### src/rtl/usb_pkg.sv
// Shared constants for the usb core: handshake codes, token PIDs,
// endpoint FSM encodings and the legal bulk/interrupt packet sizes.
package usb_pkg;

   localparam logic [1:0] HS_ACK   = 2'b00;
   localparam logic [1:0] HS_NONE  = 2'b01;
   localparam logic [1:0] HS_NAK   = 2'b10;
   localparam logic [1:0] HS_STALL = 2'b11;

   localparam logic [3:0] PID_OUT   = 4'b0001;
   localparam logic [3:0] PID_IN    = 4'b1001;
   localparam logic [3:0] PID_SOF   = 4'b0101;
   localparam logic [3:0] PID_SETUP = 4'b1101;

   localparam logic [1:0] ST_IDLE     = 2'd0;
   localparam logic [1:0] ST_SEND     = 2'd1;
   localparam logic [1:0] ST_WAIT_END = 2'd2;

   function automatic logic max_pkt_legal(input int n);
      return (n == 8) || (n == 16) || (n == 32) || (n == 64);
   endfunction

endpackage

### src/rtl/ep_fifo_ram.sv
// DEPTH x 8 simple dual-port RAM, one write port, one registered read port.
// Ports: clk, rst (clears read register), we/waddr/wdata, re/raddr/rdata.
module ep_fifo_ram #(
   parameter int DEPTH = 64
) (
   input  logic                     clk,
   input  logic                     rst,
   input  logic                     we,
   input  logic [$clog2(DEPTH)-1:0] waddr,
   input  logic [7:0]               wdata,
   input  logic                     re,
   input  logic [$clog2(DEPTH)-1:0] raddr,
   output logic [7:0]               rdata
);

   logic [7:0] mem [DEPTH];

   always_ff @(posedge clk) begin
      if (we) mem[waddr] <= wdata;
   end

   // read register holds its value between reads so the core sees a stable byte
   always_ff @(posedge clk) begin
      if (rst)     rdata <= 8'h00;
      else if (re) rdata <= mem[raddr];
   end

endmodule

### src/rtl/usb_in_ep_tx.sv
// Buffered bulk/interrupt IN endpoint: FIFO of fabric bytes answered to IN tokens
// with NAK, STALL or a DATA0/1 packet; uncommitted packets are resent.
// Ports: clk/rst/usb_rst, token info (endpoint, direction_in, setup,
// transaction_active), core feedback (data_strobe, success), ep_stall,
// clear_toggle, write side (wr_data/wr_valid/wr_ready), core side (data_in,
// data_in_valid, data_toggle, handshake), level.
// Optional macro USB_IN_ZLP_EN adds a flush input that terminates a transfer
// ending on a full-size packet with a zero-length packet.
module usb_in_ep_tx
   import usb_pkg::*;
#(
   parameter int EP_NUM  = 1,
   parameter int DEPTH   = 64,
   parameter int MAX_PKT = 64
) (
   input  logic                   clk,
   input  logic                   rst,
   input  logic                   usb_rst,
   input  logic [3:0]             endpoint,
   input  logic                   direction_in,
   input  logic                   setup,
   input  logic                   transaction_active,
   input  logic                   data_strobe,
   input  logic                   success,
   input  logic                   ep_stall,
   input  logic                   clear_toggle,
`ifdef USB_IN_ZLP_EN
   input  logic                   flush,
`endif
   input  logic [7:0]             wr_data,
   input  logic                   wr_valid,
   output logic                   wr_ready,
   output logic [7:0]             data_in,
   output logic                   data_in_valid,
   output logic                   data_toggle,
   output logic [1:0]             handshake,
   output logic [$clog2(DEPTH):0] level
);

   localparam int AW = $clog2(DEPTH);
   localparam int PW = AW + 1;

   logic          srst;
   logic [1:0]    state;
   logic [PW-1:0] wr_ptr, rd_ptr, tx_ptr;
   logic [PW-1:0] pkt_len, sent, sent_nx;
   logic [PW-1:0] avail, nxt_len;
   logic          act_q, clr_pend, start, go_data;
   logic          wr_en, rd_en, zlp_arm;
   logic [AW-1:0] raddr;

   assign srst     = rst | usb_rst;
   assign level    = wr_ptr - rd_ptr;
   assign wr_ready = (level != PW'(DEPTH));
   assign wr_en    = wr_valid & wr_ready;
   assign start    = transaction_active & ~act_q & direction_in & ~setup
                   & (endpoint == 4'(EP_NUM));
   assign avail    = (level > PW'(MAX_PKT)) ? PW'(MAX_PKT) : level;
   assign nxt_len  = zlp_arm ? '0 : avail;
   assign go_data  = ~ep_stall & ((level != '0) | zlp_arm);
   assign sent_nx  = sent + 1'b1;

   // read the first byte on the token, then prefetch the next on each strobe
   always_comb begin
      rd_en = 1'b0;
      raddr = rd_ptr[AW-1:0];
      if (state == ST_IDLE && start && go_data) begin
         rd_en = 1'b1;
      end else if (state == ST_SEND && data_strobe && data_in_valid) begin
         rd_en = 1'b1;
         raddr = AW'(tx_ptr + 1'b1);
      end
   end

   ep_fifo_ram #(.DEPTH(DEPTH)) u_ram (
      .clk   (clk),
      .rst   (srst),
      .we    (wr_en),
      .waddr (wr_ptr[AW-1:0]),
      .wdata (wr_data),
      .re    (rd_en),
      .raddr (raddr),
      .rdata (data_in)
   );

   always_ff @(posedge clk) begin
      // track the line through reset so a live transaction is not seen as new
      act_q <= transaction_active;
      if (srst) begin
         state         <= ST_IDLE;
         wr_ptr        <= '0;
         rd_ptr        <= '0;
         tx_ptr        <= '0;
         pkt_len       <= '0;
         sent          <= '0;
         data_toggle   <= 1'b0;
         data_in_valid <= 1'b0;
         handshake     <= HS_NAK;
         clr_pend      <= 1'b0;
      end else begin
         if (wr_en) wr_ptr <= wr_ptr + 1'b1;
         unique case (state)
            ST_IDLE: begin
               if (ep_stall)                      handshake <= HS_STALL;
               else if (level == '0 && !zlp_arm)  handshake <= HS_NAK;
               else                               handshake <= HS_ACK;
               if (clear_toggle) data_toggle <= 1'b0;
               if (start) begin
                  if (go_data) begin
                     pkt_len       <= nxt_len;
                     sent          <= '0;
                     tx_ptr        <= rd_ptr;
                     data_in_valid <= (nxt_len != '0);
                     state         <= ST_SEND;
                  end else begin
                     state <= ST_WAIT_END;
                  end
               end
            end
            ST_SEND: begin
               if (clear_toggle) clr_pend <= 1'b1;
               if (data_strobe && data_in_valid) begin
                  sent   <= sent_nx;
                  tx_ptr <= tx_ptr + 1'b1;
                  if (sent_nx == pkt_len) data_in_valid <= 1'b0;
               end
               // commit wins over the end of the transaction
               if (success) begin
                  rd_ptr        <= rd_ptr + pkt_len;
                  data_toggle   <= ~data_toggle;
                  data_in_valid <= 1'b0;
                  state         <= ST_WAIT_END;
               end else if (!transaction_active) begin
                  data_in_valid <= 1'b0;
                  if (clr_pend || clear_toggle) data_toggle <= 1'b0;
                  clr_pend      <= 1'b0;
                  state         <= ST_IDLE;
               end
            end
            ST_WAIT_END: begin
               data_in_valid <= 1'b0;
               if (!transaction_active) begin
                  if (clr_pend || clear_toggle) data_toggle <= 1'b0;
                  clr_pend <= 1'b0;
                  state    <= ST_IDLE;
               end else if (clear_toggle) begin
                  clr_pend <= 1'b1;
               end
            end
            default: state <= ST_IDLE;
         endcase
      end
   end

`ifdef USB_IN_ZLP_EN
   logic zlp_pend;
   logic zlp_arm_q;

   assign zlp_arm = zlp_arm_q;

   // a transfer that ends exactly on a full packet needs a ZLP to terminate
   always_ff @(posedge clk) begin
      if (srst) begin
         zlp_pend  <= 1'b0;
         zlp_arm_q <= 1'b0;
      end else if (state == ST_SEND && success) begin
         if (pkt_len == '0) begin
            zlp_pend  <= 1'b0;
            zlp_arm_q <= 1'b0;
         end else if (level == pkt_len) begin
            zlp_arm_q <= zlp_pend && (pkt_len == PW'(MAX_PKT));
            if (pkt_len != PW'(MAX_PKT)) zlp_pend <= 1'b0;
         end
      end else if (flush && (level != '0 || zlp_arm_q)) begin
         zlp_pend <= 1'b1;
      end
   end
`else
   assign zlp_arm = 1'b0;
`endif

endmodule

### config.mk
export PLATFORM = sky130hd
export DESIGN_NAME = usb_in_ep_tx
export DESIGN_NICKNAME = d
export VERILOG_FILES = /design/src/rtl/usb_pkg.sv /design/src/rtl/ep_fifo_ram.sv /design/src/rtl/usb_in_ep_tx.sv
export SDC_FILE = /design/constraint.sdc
export NUM_CORES = 1
export LEC_CHECK = 0
export ABC_AREA = 1
export CORE_MARGIN = 2
export CORE_UTILIZATION = 45
export DETAILED_ROUTE_END_ITERATION = 16
export DONT_BUFFER_PORTS = 1
export PLACE_DENSITY_LB_ADDON = 0.12
export SETUP_SLACK_MARGIN = 0.1
export SLEW_MARGIN = 20
export SYNTH_ARGS = -nofsm -noshare
export SYNTH_HDL_FRONTEND = slang
export SYNTH_SLANG_ARGS = --single-unit
### constraint.sdc
create_clock -name clk -period 4.1 [get_ports clk]
set_clock_uncertainty 0.05 [all_clocks]
set_input_delay 0.615 -clock clk [delete_from_list [all_inputs] [get_ports clk]]
set_output_delay 0.615 -clock clk [all_outputs]
set_load 0.01 [all_outputs]
Word level (Yosys, flattened, before mapping)

Memory sizes are Yosys's and may differ from the RTL's. A register that Yosys moved wholly into a read port is not among the register bits.
Cells that the tools add are included.

Register bits: 43
Memory bits (writable): 512
Bits of input ports: 23
Output and inout port bits: 20
Logic and storage cells: 96
Memories: 1

Memory list:

| memory    | depth | bits a word | read ports | clocked after Yosys merged registers in | wr ports | line              | source |
|---|---|---|---|---|---|---|---|
| u_ram.mem | 64    | 8           | 1          | 1                                       | 1        | ep_fifo_ram.sv:16 | `logic [7:0] mem [DEPTH];` |

Add/sub/neg operators: 5
$lt $le $gt $ge: 1
Equal/unequal tests: 11
Muxes and demuxes: 38
Bitwise operators: 11
Reductions and logical operators: 18

Operators with widths:

| operator                                              | number |
|---|---|
| 2-to-1 mux 7 bit                                      | 7 |
| case mux 7 bit (2 select lines)                       | 2 |
| adder 7 x 1 -> 7 bit, second input constant           | 3 |
| 2-to-1 mux 1 bit                                      | 17 |
| nonzero test 7 bit                                    | 2 |
| 2-to-1 mux 2 bit                                      | 6 |
| 2-to-1 mux 6 bit                                      | 2 |
| inequality test 4 x 3 -> 1 bit, second input constant | 2 |
| adder 7 bit                                           | 1 |
| equality test 7 bit                                   | 1 |
| > comparator 7 bit, second input constant             | 1 |
| zero test 7 bit                                       | 1 |
| inequality test 7 bit, second input constant          | 1 |
| subtractor 7 bit                                      | 1 |
| AND 1 bit                                             | 6 |
| inequality test 2 bit, second input constant          | 3 |
| case mux 1 bit (3 select lines)                       | 2 |
| case mux 2 bit (3 select lines)                       | 1 |
| logical AND 1 bit                                     | 5 |
| AND reduction 5 bit                                   | 1 |
| equality test 4 x 1 -> 1 bit, second input constant   | 1 |
| inverter 1 bit                                        | 4 |
| AND reduction 2 bit                                   | 2 |
| AND reduction 4 bit                                   | 1 |
| other kinds (10)                                      | 11 |

Logic depth before layout (Yosys ltp)

Gate-level depths: netlist (run 1).

Depth in word-level cells: 8
Gate-level depth with buffers: 25
Depth with buffers taken out: 24

Modules after synthesis

A second synthesis (run 1) with hierarchy kept.

Cell total of the unflattened synthesis: 2,258
Area total of the unflattened synthesis: 24,189.4 sq um

Modules (own cells, without submodules):

| module       | instances | cells each | area an instance (sq um) |
|---|---|---|---|
| ep_fifo_ram  | 1         | 1,808      | 21,235.4 |
| usb_in_ep_tx | 1         | 450        | 2,954.1 |

Worst setup path after synthesis (run 1)

Ideal clock, no wire load.

Kind: reg2reg
Start point: register wr_ptr[0]
End point: register u_ram.rdata[2] (read register of u_ram.mem)
Setup time: 109 ps
Arrival: 3,016 ps
Data required time: 3,941 ps
Path slack: 925 ps
Cell stages (with the launch flop): 24
Buffers on the path: 2
Period minus slack after synthesis: 3,175 ps
Path through: dfxtp_1 > inv_1 > ha_1 > inv_1 > fa_1 > or2_1 > nor2_1 > nand3_1 > nor2_4 > nand3_4 > nand3_4 > nand2_2 > nand2_4 > buf_6 > buf_2 > nand2_1 > nand3_1 > nand3_1 > nand3_1 > nand3_1 > nand3_1 > nand3_1 > nand2_1 > inv_1

Longest elaborated chain between the ends: 5

Ends and longest elaborated chain:

| item                                                 | line                | source |
|---|---|---|
| start, declared                                      | usb_in_ep_tx.sv:45  | `logic [PW-1:0] wr_ptr, rd_ptr, tx_ptr;` |
| start signal, assigned                               | usb_in_ep_tx.sv:101 | `if (wr_en) wr_ptr <= wr_ptr + 1'b1;` |
| subtractor 7 bit (*)                                 | usb_in_ep_tx.sv:53  | `assign level = wr_ptr - rd_ptr;` |
| via level[1]                                         | usb_in_ep_tx.sv:37  | `output logic [$clog2(DEPTH):0] level` |
| nonzero test 7 bit (*)                               | usb_in_ep_tx.sv:60  | `assign go_data = ~ep_stall & ((level != '0) \| zlp_arm);` |
| AND 1 bit (*)                                        | usb_in_ep_tx.sv:60  |  |
| logical AND 1 bit (*)                                | usb_in_ep_tx.sv:67  | `if (state == ST_IDLE && start && go_data) begin` |
| 2-to-1 mux 6 bit or 2-to-1 mux 1 bit (tied branches) | usb_in_ep_tx.sv:67  |  |
| end, declared                                        | ep_fifo_ram.sv:13   | `output logic [7:0] rdata` |

The timed path passes the listed nets; every way through them passes the cells marked *.
A chain may end at the register's enable or synchronous reset.

Worst setup path in the final report (run 1)

Start point: register rd_ptr[4]
End point: memory u_ram.mem[15][5], enable pin

Longest elaborated chain between the ends: 5

Ends and longest elaborated chain:

| item                                   | line                | source |
|---|---|---|
| start, declared                        | usb_in_ep_tx.sv:45  |  |
| start signal, assigned                 | usb_in_ep_tx.sv:129 | `rd_ptr <= rd_ptr + pkt_len;` |
| subtractor 7 bit                       | usb_in_ep_tx.sv:53  |  |
| via level[6]                           | usb_in_ep_tx.sv:37  |  |
| inequality test 7 bit                  | usb_in_ep_tx.sv:54  | `assign wr_ready = (level != PW'(DEPTH));` |
| via wr_ready                           | usb_in_ep_tx.sv:32  | `output logic wr_ready,` |
| AND 1 bit                              | usb_in_ep_tx.sv:55  | `assign wr_en = wr_valid & wr_ready;` |
| 2-to-1 mux 1 bit                       | ep_fifo_ram.sv:19   | `if (we) mem[waddr] <= wdata;` |
| 2-to-1 mux 1 bit (implied by the code) | ep_fifo_ram.sv:19   |  |
| end, declared                          | ep_fifo_ram.sv:16   |  |

The timed path passes the listed nets, and every way through them passes these cells.

==> flow_summary.yaml, run 1 <==
pwr:
  swShare_pct: 19.8
  power_switching_mw: 2.33
  cellInternalPower_mw: 9.46
  ir_drop_mv: 0.317
  p_leak_nw: 12.1
  seq_power_share_pct: 53.1
  power.share.clock_pct: 46.1
  power.density_mw_per_mm2: 406
  combPwrFrac_pct: 0.8
timing:
  fin_ws_ns: 0.274
  fin_crit_sh_pct: 93.3
  setup_violations: 0
  slew_headroom_pct: 42.7
  grt_setup_unrepaired: "true"
  min_period_ns: 3.83
  drv_slew: 0
  worst_slew_pin_slew_ns: 0.857
  hold_viol: 0
  max_freq_mhz: 261
cells_and_area:
  layout_common_cells: "nand2_1 (620), edfxtp_1 (512), nand3_1 (491), inv_1 (458), nor2_1 (75)"
  mostFrequentLayoutCell: "nand2_1"
  fin_util_pct: 51.7
  fin_nets: 2659
  final_layout_size_suffix_gt1_share_pct: 8.33
  final_cell_count_no_fill: 3422
  syn2layout_area_growth_pct: 13.9
  diodes: 0
grt:
  antenna_found_initial: 0
  grt_pass1_wl_microns: 107000
  grt-ovfl-total: 0
  grt_max_degree: 72
  grt_usage_pct: 24.1
  grt_pass1_vias: 17200
worst_hold_path:
  hold_path.class: "in -> reg"
floorplan:
  ios: 43
  num_rows: 87
  core_area_sq_mm: 0.0563
  fp.dieH_microns: 242
  start_util_pct: 45.3
  die-area_sq_mm: 0.0586
  die_w_microns: 242
clock_network:
  cts_tree: "yes"
  cts_buffer_depth: 3
  cts_sinks: 562
  cts.clk_slew.worst_paths_ns: 0.06
  numCtsBuffers: 60
  ctsRootBufferMaster: "clkbuf_16"
  clk-insertion-delay-late_ns: 0.63
  h-tree-depth: 2
setup_path:
  worstPathArrival_ns: 4.04
  cp-end-kind: "flop"
  cp-start-kind: "flop"
  cp.required_ns: 4.31
  cp_max_fo: 8
  critPathKind: "reg -> reg"
logic_synthesis:
  yosysTopAreaCell: "edfxtp_1"
  yosys.cell_types.count: 41
  synth_area_per_cell_sq_um: 9.90
  ys_seq_elements: 562
  syn_nets: 2621
  seq_area_frac_synth_pct: 64.2
  yosys.area.top_type_share_pct: 60.2
  yosysWarningCount: 0
  ys.flop_type: "edfxtp_1"
  netlist_instances: 2577
  synth-edff-count: 512
  yosys-top-cells-area: "edfxtp_1 (60%), nand3_1 (9.7%), nand2_1 (9.1%), inv_1 (6.8%), dfxtp_1 (3.9%)"
  synthArstFlopShare_pct: 0
  synth_area_sq_mm: 0.0255
placement:
  dp_hpwl_microns: 41800
  placed_cells: 3274
  port_buffers: 0
  gp_congestion: 0.853
  place_ws_ns: -0.0139
detailed_routing:
  drcViolationCount: 0
  firstDrtPassIters: 5
  num_vias: 18100
  drtAntennaViolNets: 0
  wl_per_cell_microns: 21.2
  via_per_inst: 5.28
  first_iter_violations: 1743
  drt-total-wl_microns: 72500
outcome:
  outcome: "finished clean"
job:
  maxCapViolCount: 0
==> synthesized netlist by cell type (3+ instances only) <==
| master | instances |
|---|---|
| buf_4 | 8 |
| nand2_4 | 4 |
| edfxtp_1 | 512 |
| inv_2 | 3 |
| nor3_1 | 5 |
| clkbuf_1 | 30 |
| buf_2 | 78 |
| nor2_1 | 93 |
| o21ai_0 | 38 |
| xor2_1 | 9 |
| o21ai_2 | 3 |
| o211ai_1 | 12 |
| dfxtp_1 | 50 |
| a31oi_1 | 6 |
| nand4_1 | 11 |
| inv_1 | 459 |
| nand2_1 | 621 |
| nand3_1 | 493 |
| buf_6 | 4 |
| ha_1 | 19 |
| nand3b_1 | 50 |
| a211oi_1 | 5 |
| a21oi_1 | 38 |
==> final timing paths <==
kind / from / end / slack [ns] / cells past startpoint
max: rd_ptr[4] / u_ram.mem[15][5] / 0.27 / 14
min reg2reg: sent[6] / sent[6] / 0.43 / 2
min: wr_data[0] / u_ram.mem[29][0] / 0.03 / 0
max reg2reg: rd_ptr[4] / u_ram.mem[15][5] / 0.27 / 14
==> stage by stage <==
stage               power (mW)  hold slack (ns)  instance area [sq um]  setup TNS (ns)
floorplan                 6.44            0.408                  25500               0
global placement          6.47            0.418                  26500               0
detailed placement        6.47            0.427                  26500         -0.0326
CTS                       11.9         0.000516                  28600               0
global route              12.1           0.0114                  29100               0
finish                    11.8           0.0331                  29100               0
==> sequential cells by signal (all words and copies together), names as in the netlist <==
signal / flops
sent: 7
data_toggle: 1
rd_ptr: 7
data_in_valid: 1
pkt_len: 7
clr_pend: 1
wr_ptr: 7
u_ram.rdata: 8
state: 2
tx_ptr: 6
u_ram.mem: 512
act_q: 1
handshake: 2
==> metal layers <==
| metal | share of wire, % | global-route usage [%] |
|---|---|---|
| met2 | 45 | 37.2 |
| met3 | 7.6 | 4.08 |
| met4 | 3.0 | 7.68 |
| met5 | 0 | 0 |
| met1 | 44 | 34.8 |
==> area by class of cell <==
type / instances / area, sq um
fill: 5115 / 27200
sequential: 562 / 16400
multi-input combinational: 1434 / 6940
inverter: 464 / 1750
clock buffer: 80 / 1650
timing repair buffer: 93 / 1110
tap: 756 / 946
clock inverter: 33 / 310
==> timing repair <==
action / CTS / global route
buffers inserted: 3 / 19
hold buffers: 2 / 0
resized for setup: 3 / 34
cloned: 2 / 9
pin swaps: 1 / 2
hold endpoints to repair: 4 / 0
endpoints found under the setup margin: 8 / 161
==> worst max-delay path, stage by stage, from the launching register on <==
cell,delay (ns)
dfxtp_1,0.43
inv_1,0.11
ha_1,0.38
nand2_1,0.07
inv_1,0.06
nand3_1,0.09
nand3_1,0.08
nand2_1,0.05
nand2_1,0.13
inv_1,0.17
nand3_1,0.30
nand2_1,0.22
nor2_1,0.25
inv_1,0.37
nor2_1,0.68
==> power groups by stage <==
stage	Sequential [mW]	Clock, mW	Combinational [mW]
floorplan	6.38	0	0.0592
global placement	6.38	0	0.0893
detailed placement	6.38	0	0.0899
CTS	6.26	5.53	0.0920
global route	6.26	5.75	0.103
finish	6.26	5.44	0.0938
==> cell families after synthesis <==
| kind of cell | Yosys count | synth area share [%] |
|---|---|---|
| fa+ha+maj | 21 | 1.09 |
| compound gates | 111 | 2.52 |
| flops | 562 | 64.2 |
| xor+xnor | 11 | 0.378 |
| simple gates | 1288 | 22.6 |
| buf+inv | 584 | 9.21 |
Power figures use the tool's default switching activity.
==> run 2: changes to the inputs <==
--- a/config.mk
+++ b/config.mk
@@ -6,10 +6,8 @@
 export NUM_CORES = 1
 export LEC_CHECK = 0
 export ABC_AREA = 1
-export CORE_MARGIN = 2
 export CORE_UTILIZATION = 45
 export DETAILED_ROUTE_END_ITERATION = 16
-export DONT_BUFFER_PORTS = 1
 export PLACE_DENSITY_LB_ADDON = 0.12
 export SETUP_SLACK_MARGIN = 0.1
 export SLEW_MARGIN = 20
==> run 2 against run 1 <==
  * Sequential share of layout area down 0.69 points
  * Global-route usage grew 1.1 points
  * Clock power shrank 5.1%
  * Critical path depth increased by 10
  * Critical endpoint is now u_ram.rdata[1]
  * Largest power group unchanged
==> flow_summary.yaml, run 2 (same netlist as run 1, synthesis figures left out) <==
worst_hold_path:
  hold_path.class: "in -> reg"
  holdPathStages: 1
pwr:
  ir_drop_mv: 0.362
  p_leak_nw: 12.3
  power.density_mw_per_mm2: 396
floorplan:
  ios: 43
  core_area_sq_mm: 0.0555
  start_util_pct: 46.0
  die-area_sq_mm: 0.0577
  num_rows: 86
  fp.dieH_microns: 240
  die_w_microns: 240
setup_path:
  cp.required_ns: 4.58
  cp_max_fo: 16
  cp-start-kind: "flop"
  cp-end-kind: "flop"
  critPathKind: "reg -> reg"
  reg2reg_depth: 24
  worstPathArrival_ns: 4.35
detailed_routing:
  wl_per_cell_microns: 21.2
  drtAntennaViolNets: 0
  via_per_inst: 5.36
  num_vias: 18600
  firstDrtPassIters: 8
  first_iter_violations: 1900
  drcViolationCount: 0
  drt-total-wl_microns: 73800
clock_network:
  cts_hold_buf: 0
  cts.clk_slew.worst_paths_ns: 0.06
  clk-insertion-delay-late_ns: 0.63
  ctsRootBufferMaster: "clkbuf_16"
  cts_buffer_depth: 3
  cts_tree: "yes"
  cts_sinks: 562
  h-tree-depth: 2
  numCtsBuffers: 58
placement:
  dp_hpwl_microns: 44300
  gp_congestion: 0.857
  port_buffers: 42
  dpl-instance-area_sq_mm: 0.0272
job:
  maxCapViolCount: 0
cells_and_area:
  fin_area_sq_mm: 0.0294
  final_layout_size_suffix_gt1_share_pct: 8.69
  diodes: 0
  syn2layout_area_growth_pct: 15.4
  top_regs: "u_ram.mem (512), u_ram.rdata (8)"
  largest_register_ffs: 512
  top_register: "u_ram.mem"
  fin_nets: 2723
  layout_common_cells: "nand2_1 (620), edfxtp_1 (512), nand3_1 (488), inv_1 (458), buf_4 (91)"
  mostFrequentLayoutCell: "nand2_1"
timing:
  tns_ns: 0
  grt_setup_unrepaired: "true"
  min_period_ns: 3.87
  hold_viol: 0
  slew_headroom_pct: 34.4
  drv_slew: 0
  worst_slew_pin_slew_ns: 0.983
  fin_crit_sh_pct: 94.3
  max_freq_mhz: 259
  setup_violations: 0
grt:
  grt_usage_pct: 25.2
  grt_max_degree: 65
  grt_pass1_wl_microns: 108000
  grt_pass1_vias: 17400
  antenna_found_initial: 1
  grt-ovfl-total: 0
outcome:
  outcome: "finished clean"
## run 2: changes by cell type in the layout (fill, tap and decap cells not counted), moves of 4 or more
cell	change
buf_12	+5
nor2_2	-14
buf_2	+6
clkbuf_16	-4
buf_4	+28
nor2_1	+14
clkdlybuf4s50_1	+34
## run 2: path summary, 6_finish.rpt
path | from | endpoint | slack, ns
worst max-delay path | wr_ptr[0] | u_ram.rdata[1] | 0.23
worst min-delay path | wr_data[7] | u_ram.mem[53][7] | 0.37
worst max register to register | wr_ptr[0] | u_ram.rdata[1] | 0.23
worst min register to register | sent[6] | sent[6] | 0.44
## run 2: layout make-up
class,count,area (sq um)
Fill cell,5075,26100
Sequential cell,562,16400
Multi-Input combinational cell,1434,6920
Inverter,464,1750
Timing Repair Buffer,159,1630
Clock buffer,79,1580
Tap cell,748,936
Clock inverter,30,253
## run 2: metal layers
layer  vias up  wire, microns  track usage [%]
met4         0           1790             6.81
met5         -              0                0
li1       8707              -                -
met2       730          33300             39.0
met1      9096          33000             36.8
met3       110           5760             3.89
## run 2: where the power goes
part	switching (mW)	internal [mW]
logic	0.182	0.0528
registers	0.00398	6.26
clock network	2.22	2.94
total	2.41	9.24
## run 2: through the flow
| stage | power, mW | std cells | util (%) | hold WS (ns) | setup slack (ns) |
|---|---|---|---|---|---|
| final | 11.7 | 3476 | 53.0 | 0.371 | 0.233 |
| after global placement | 6.61 | 3346 | 49.0 | 0.410 | 0.202 |
| after detailed placement | 6.62 | 3346 | 49.0 | 0.428 | 0.183 |
| after CTS | 11.7 | 3455 | 52.3 | 0.344 | 0.163 |
| after floorplan | 6.44 | 2577 | - | 0.408 | 0.925 |
| after global routing | 12.0 | 3476 | 53.0 | 0.354 | 0.0674 |
## run 2: critical path, cell delays in order, from the launching register on
cell and delay [ns]:
dfxtp_1 0.34, inv_1 0.07, ha_1 0.18, inv_1 0.09
fa_1 0.46, or2_1 0.24, nor2_1 0.11, nand3_1 0.12
nor2_4 0.13, nand3_4 0.12, nand3_4 0.17, nand2_8 0.12
nand2_8 0.12, buf_6 0.19, buf_4 0.16, clkbuf_16 0.19
nand2_1 0.06, nand3_1 0.06, nand3_1 0.17, nand3_1 0.12
nand3_1 0.08, nand3_1 0.17, nand3_1 0.11, nand2_1 0.08
inv_1 0.03
## run 2: what timing repair did
action | 4_1_cts | 5_1_grt
setup buffers | 0 | 12
endpoints found under the setup margin | 0 | 28
gates resized for setup | 0 | 19
endpoints found under the hold margin | 0 | 0
